File: src/rtl/next_line_prefetcher.sv
// Sequential next-line prefetcher: on a demand-miss trigger, fetch line+1 into a one-line buffer.
// Latency: trigger -> mem_read 1 cycle; mem_resp -> prefetch_ready 1 cycle.
// Backpressure: one request in flight; triggers while busy are dropped (counted); buffer held until pf_ack.
module next_line_prefetcher #(
   parameter int s_offset = 5,
   parameter int cnt_w    = 16
) (
   input  logic                clk,
   input  logic                rst,
   input  logic                trigger,
   input  logic [31:0]         trigger_address,
   output logic                mem_read,
   output logic [31:0]         mem_address,
   input  logic                mem_resp,
   input  logic [255:0]        mem_rdata,
   output logic                prefetch_ready,
   output logic [31:0]         pf_cline_address,
   output logic [255:0]        prefetch_rdata,
   input  logic                pf_ack,
   output logic [cnt_w-1:0]    issued_count,
   output logic [cnt_w-1:0]    dropped_count
);

   localparam int idx_w = 32 - s_offset;

   typedef enum logic [1:0] {
      IDLE = 2'd0,
      REQ  = 2'd1,
      FULL = 2'd2
   } state_t;

   state_t              state_q;
   state_t              state_d;

   logic [31:0]         pf_addr_q;
   logic [255:0]        buf_q;
   logic [cnt_w-1:0]    issued_q;
   logic [cnt_w-1:0]    dropped_q;

   // Decoded per-cycle actions produced by the next-state logic
   logic                load_addr;
   logic                capture;
   logic                issue_inc;
   logic                drop_inc;

   // Next-line address computation
   logic [idx_w-1:0]    line_idx;
   logic [idx_w-1:0]    line_inc;
   logic [31:0]         next_addr;
   logic                line_wrap;
   logic                unused_offset;

   // Line-index arithmetic; the last line of the address space has no successor
   always_comb begin
      line_idx      = trigger_address[31:s_offset];
      line_inc      = line_idx + {{(idx_w-1){1'b0}}, 1'b1};
      next_addr     = {line_inc, {s_offset{1'b0}}};
      line_wrap     = &line_idx;
      unused_offset = ^trigger_address[s_offset-1:0];
   end

   // State register
   always_ff @(posedge clk or negedge rst) begin
      if (!rst) begin
         state_q <= IDLE;
      end else begin
         state_q <= state_d;
      end
   end

   // Next-state and per-cycle action decode
   always_comb begin
      state_d   = state_q;
      load_addr = 1'b0;
      capture   = 1'b0;
      issue_inc = 1'b0;
      drop_inc  = 1'b0;
      case (state_q)
         IDLE: begin
            if (trigger) begin
               if (line_wrap) begin
                  drop_inc = 1'b1;
               end else begin
                  load_addr = 1'b1;
                  state_d   = REQ;
               end
            end
         end
         REQ: begin
            if (mem_resp) begin
               capture   = 1'b1;
               issue_inc = 1'b1;
               state_d   = FULL;
            end
            // Only one request may be outstanding; any new miss is lost
            if (trigger) begin
               drop_inc = 1'b1;
            end
         end
         FULL: begin
            if (pf_ack) begin
               if (trigger && !line_wrap) begin
                  // Buffer frees this cycle, so the new miss can be serviced directly
                  load_addr = 1'b1;
                  state_d   = REQ;
               end else begin
                  state_d = IDLE;
                  if (trigger) begin
                     drop_inc = 1'b1;
                  end
               end
            end else if (trigger) begin
               // A miss asking for the line already buffered is not a loss
               if (line_wrap || (next_addr != pf_addr_q)) begin
                  drop_inc = 1'b1;
               end
            end
         end
         default: begin
            state_d = IDLE;
         end
      endcase
   end

   // Prefetch address register; kept after ack, qualified by prefetch_ready
   always_ff @(posedge clk or negedge rst) begin
      if (!rst) begin
         pf_addr_q <= 32'h0;
      end else if (load_addr) begin
         pf_addr_q <= next_addr;
      end
   end

   // Line buffer; captured on the memory response
   always_ff @(posedge clk or negedge rst) begin
      if (!rst) begin
         buf_q <= 256'h0;
      end else if (capture) begin
         buf_q <= mem_rdata;
      end
   end

   // Saturating count of completed prefetches
   always_ff @(posedge clk or negedge rst) begin
      if (!rst) begin
         issued_q <= '0;
      end else if (issue_inc && (issued_q != {cnt_w{1'b1}})) begin
         issued_q <= issued_q + {{(cnt_w-1){1'b0}}, 1'b1};
      end
   end

   // Saturating count of triggers that were not serviced
   always_ff @(posedge clk or negedge rst) begin
      if (!rst) begin
         dropped_q <= '0;
      end else if (drop_inc && (dropped_q != {cnt_w{1'b1}})) begin
         dropped_q <= dropped_q + {{(cnt_w-1){1'b0}}, 1'b1};
      end
   end

   // Outputs come from state and registers only
   always_comb begin
      mem_read         = (state_q == REQ);
      prefetch_ready   = (state_q == FULL);
      mem_address      = pf_addr_q;
      pf_cline_address = pf_addr_q;
      prefetch_rdata   = buf_q;
      issued_count     = issued_q;
      dropped_count    = dropped_q;
   end

endmodule
File: config.mk
export PLATFORM = sky130hd
export DESIGN_NAME = next_line_prefetcher
export DESIGN_NICKNAME = d
export VERILOG_FILES = /design/src/rtl/next_line_prefetcher.sv
export SDC_FILE = /design/constraint.sdc
export NUM_CORES = 1
export LEC_CHECK = 0
export BUFFER_PORTS_ARGS = -buffer_cell sky130_fd_sc_hd__buf_2
export CAP_MARGIN = 20
export CORE_AREA = 2 2 252 254
export CTS_BUF_LIST = sky130_fd_sc_hd__clkbuf_4 sky130_fd_sc_hd__clkbuf_8 sky130_fd_sc_hd__clkbuf_16
export DETAILED_ROUTE_END_ITERATION = 10
export DIE_AREA = 0 0 254 256
export GPL_TIMING_DRIVEN = 1
export PLACE_DENSITY = 0.56
export SYNTH_ARGS = -nofsm -noshare
export SYNTH_HDL_FRONTEND = slang
export SYNTH_SLANG_ARGS = --single-unit
File: constraint.sdc
create_clock -name clk -period 4.9 [get_ports clk]
set_input_delay 0.49 -clock clk [delete_from_list [all_inputs] [get_ports clk]]
set_output_delay 0.49 -clock clk [all_outputs]
set_load 0.05 [all_outputs]
## After elaboration in Yosys (flattened, before gate mapping)

Index checks and enable logic that the tools add are counted.

| storage, ports and cells | value |
|---|---|
| word-level logic and storage cells | 46 |
| input bits | 293 |
| register bits | 317 |

| operators by class | value |
|---|---|
| reductions and logical operators | 8 |
| equal/unequal tests | 9 |
| add/sub/neg operators | 3 |
| mux-type cells | 21 |

Operators by type and width:

| cell | count |
|---|---|
| $add A16 B1 Y16 const B | 2 |
| $ne A16 B16 Y1 const B | 2 |
| $add A27 B1 Y27 const B | 1 |
| $ne A27 B27 Y1 | 1 |
| $reduce_and A27 Y1 | 1 |
| $mux W1 | 14 |
| $mux W2 | 4 |
| $pmux W2 S3 | 1 |
| $ne A2 B1 Y1 const B | 2 |
| $ne A2 B2 Y1 const B | 2 |
| $reduce_and A4 Y1 | 1 |
| $logic_and A1 B1 Y1 | 3 |
| $pmux W1 S3 | 1 |
| $eq A2 B1 Y1 const B | 1 |
| $eq A2 B2 Y1 const B | 1 |
| $logic_not A2 Y1 | 1 |
| $pmux W1 S2 | 1 |
| $logic_not A1 Y1 | 1 |
| $logic_or A1 B1 Y1 | 1 |

## Depth between registers and ports, before layout

| depth | value |
|---|---|
| depth after elaboration | 8 |
| mapped depth | 12 |
| mapped depth without buffers | 10 |

## Worst setup path before layout

No wires, ideal clock.

| timing | value |
|---|---|
| path kind | input-to-reg |
| start | input port trigger_address[5] |
| end | register dropped_q[12], in the netlist dropped_count[12] |
| setup time | 0.125 ns |
| path buffers | 0 |
| required time | 4.775 ns |
| slack | 1.793 ns |
| data arrival time | 2.982 ns |
| stages | 10 |
| path through | ha_1 > nand4_4 > or4_4 > or3_4 > or4_1 > o211ai_2 > nor4_2 > a31oi_4 > nand3_2 > mux2_4 |

| between the ends | value |
|---|---|
| cells in the longest elaborated chain, start to end | 8 |
| elaborated cells on any way between the ends | 14 |
| those cells by class | add/sub (1); eq/ne (1); mux (7); reduce/logical (5) |

RTL lines:

| what | RTL line | source |
|---|---|---|
| start: declaration | 11 | `input logic [31:0] trigger_address,` |
| $add A27 B1 Y27 | 56 | `line_inc = line_idx + {{(idx_w-1){1'b0}}, 1'b1};` |
| $ne A27 B27 Y1 | 114 | `if (line_wrap \|\| (next_addr != pf_addr_q)) begin` |
| $logic_or A1 B1 Y1 | 114 |  |
| $mux W1 | 114 |  |
| $mux W1 | 112 | `end else if (trigger) begin` |
| $mux W1 | 101 | `if (pf_ack) begin` |
| $pmux W1 S3 * | 78 | `case (state_q)` |
| $logic_and A1 B1 Y1 * | 156 | `end else if (drop_inc && (dropped_q != {cnt_w{1'b1}})) begin` |
| end signal: assignment | 157 | `dropped_q <= dropped_q + {{(cnt_w-1){1'b0}}, 1'b1};` |
| end: declaration | 38 | `logic [cnt_w-1:0] dropped_q;` |

Mark *: on every way between the ends. The rest lies on a longest branch, timed or not.
A chain may end at the register's enable or synchronous reset.

## Worst setup path in the final report

| timing | value |
|---|---|
| start | input port trigger_address[14] |
| end | register dropped_q[1], in the netlist dropped_count[1] |

The elaborated chain is that of the path after synthesis.

==> flow_summary.json <==
{
  "status": "finished, violations left",
  "violations": "negative hold slack",
  "cts_resized": 0,
  "ys_ff_latch": 317,
  "ys_async_sr_fraction_pct": 100.0,
  "clkLatencyLatePin_ps": 550,
  "yosysWarnings": 0,
  "dieArea_sq_mm": 0.06502,
  "maxSlewViolCount": 0,
  "clkTransAtPathRegs_ps": 60,
  "io_buffers": 631,
  "wl_um": 42590,
  "grt_pass1_wl_um": 64430,
  "setup_viol": 0,
  "grt_max_degree": 166,
  "drt_iter0_markers": 541,
  "start_kind": "input pin",
  "final_nets": 1897,
  "crit-reg2reg-launch": "mem_address[21]",
  "routed-via-count": 10260,
  "drive_gt1_share_pct": 61.63,
  "cts_buffer_depth": 3,
  "cts_tree": "done",
  "hold_path_class": "in2async",
  "fmax_ghz": 0.2960,
  "nFillCells": 6428,
  "leakage_nw": 9.228,
  "remaining_drc_errors": 0,
  "multi_input_area_sq_mm": 0.005300,
  "finalCritPeriodShare_pct": 68.95,
  "cts_made_buffers": 39,
  "cts_root_buf": "clkbuf_16",
  "required_ps": 5330,
  "rsz0062_at_grt": "no",
  "p_total_mw": 16.34,
  "synthCells": 994,
  "rows": 92,
  "maxCapViolCount": 0,
  "mostFrequentLayoutCells": "buf_2, dfrtp_1, mux2_2",
  "final_antenna_net_count": 0,
  "dp_cells": 2406,
  "finClkSkew_ps": 13.19,
  "routabilityCongestion": 0.8553,
  "cp_max_fo": 10,
  "worst-setup-path-type": "in2reg",
  "crit_arrival_ps": 3810,
  "ys_seq_area_share_pct": 57.90,
  "hpwl_um": 32890,
  "synth_top_flop_cell": "dfrtp_1",
  "clock-sinks": 317,
  "worstMarginPinSlew_ps": 1000,
  "utilization_pct": 30.47,
  "first_global_vias": 10860,
  "mostFrequentLayoutCell": "buf_2",
  "hold_ws_ps": -38.78,
  "avgSynthCellArea_sq_um": 13.78,
  "antenna_found_initial": 9,
  "syn2layout_area_growth_pct": 38.75,
  "dr.pass1.iters": 5,
  "synth_cell_types": 67,
  "r2r_cells": 9,
  "die_y_um": 256,
  "cts_hold_buf": 0,
  "grt.total_usage_pct": 12.72,
  "fin_crit_ps": 3378,
  "cp-startpoint": "trigger_address[14]",
  "grt.overflow.total": 0,
  "finalHoldViolCount": 7,
  "endpoint_kind": "flop",
  "fin_cells": 2479,
  "core_sq_mm": 0.06239,
  "power.density_mw_per_mm2": 859.5,
  "endpoint": "dropped_count[1]",
  "cts_setup_buffers": 0,
  "die_w_um": 254,
  "seqCellArea_sq_mm": 0.007933,
  "wl_per_cell_um": 17.18,
  "synth_edf_count": 0,
  "initial_utilization_pct": 21.96,
  "relSlewSlack_pct": 33.33,
  "r2r-end": "dropped_count[1]",
  "netlist_area_sq_mm": 0.01370,
  "routed_via_density": 4.140,
  "io_pins": 647,
  "peakVddDrop_v": 0.0004899,
  "reg2reg_slack_ps": 1600,
  "fin_setup_tns_ps": 0,
  "htreeDepth": 2
}
-- power by group --
part	internal, mW	switching [mW]	total [mW]
Combinational	2.21	6.42	8.62
Clock	1.91	1.16	3.07
Sequential	3.85	0.793	4.64
Total	7.96	8.37	16.3
-- how the worst min path moves through the flow --
stage | start | to | depth (start not counted)
floorplan | rst | dropped_count[0] | 0
global placement | issued_count[11] | issued_count[11] | 1
detailed placement | dropped_count[9] | dropped_count[9] | 1
CTS | rst | prefetch_rdata[131] | 1
global route | rst | prefetch_rdata[153] | 1
finish | rst | prefetch_rdata[131] | 1
-- per-stage QoR --
stage	cell area [sq um]	hold WS, ps	setup slack (ps)
after floorplan	13730	194.4	1793
after CTS	19000	17.21	1574
after global routing	19010	40.11	1224
after detailed placement	17610	479.6	991.9
final	19010	-38.78	1522
after global placement	17610	480.1	959.9
-- state kept, by name, summed over array words and instances (netlist names) --
signal and count:
issued_count 16, dropped_count 16, mem_address 27, prefetch_rdata 256
state_q 2
-- metal layers --
metal | wire [um] | GRT usage, %
met5 | 66 | 0
met4 | 1173 | 4.363
met3 | 3676 | 4.383
met2 | 21010 | 21.57
met1 | 16660 | 14.88
-- critical path: stages --
cell,delay [ps]
buf_2,200
nand3_2,200
nor3_2,570
o311ai_0,230
a2111oi_0,590
o311ai_0,390
nor4_2,430
a31oi_4,230
nand2b_2,180
mux2_4,300
-- Yosys cell counts, types with 4 or more instances --
library cell,number,area share (%)
and3_1,13,0.59
mux2_2,260,21
a21oi_1,6,0.22
o21ai_0,29,1.1
buf_4,38,2.1
nand2_1,48,1.3
dfrtp_1,317,58
nand3_1,20,0.73
xnor2_2,8,0.95
nand4_1,17,0.78
nor2_1,16,0.44
nand3b_4,6,0.88
nor3_1,6,0.22
xnor2_1,45,2.9
nand2_2,4,0.18
clkbuf_1,38,1.0
inv_1,9,0.25
xor2_1,23,1.5
nor4_1,9,0.41
nor2b_1,9,0.41
and4_1,5,0.32
-- cells by family (layout without fill, tap and decap cells) --
logic type | count (synthesis) | count (layout) | share of synthesized area [%]
xor+xnor | 76 | 76 | 5.297
compound gates | 64 | 64 | 3.169
fa+ha+maj | 3 | 3 | 0.2740
simple gates | 178 | 178 | 7.955
buf+inv | 92 | 718 | 3.708
flops | 317 | 317 | 57.90
other cells | 1 | 14 | 0.02737
mux | 263 | 263 | 21.66
-- final cells by class --
type | instances | share of cell area, %
Antenna cell | 4 | 0.05266
Clock buffer | 55 | 6.030
Clock inverter | 14 | 1.270
Inverter | 9 | 0.1777
Multi-Input combinational cell | 594 | 27.88
Sequential cell | 317 | 41.73
Tap cell | 846 | 5.569
Timing Repair Buffer | 640 | 17.29
Power figures use the tool's default switching activity.
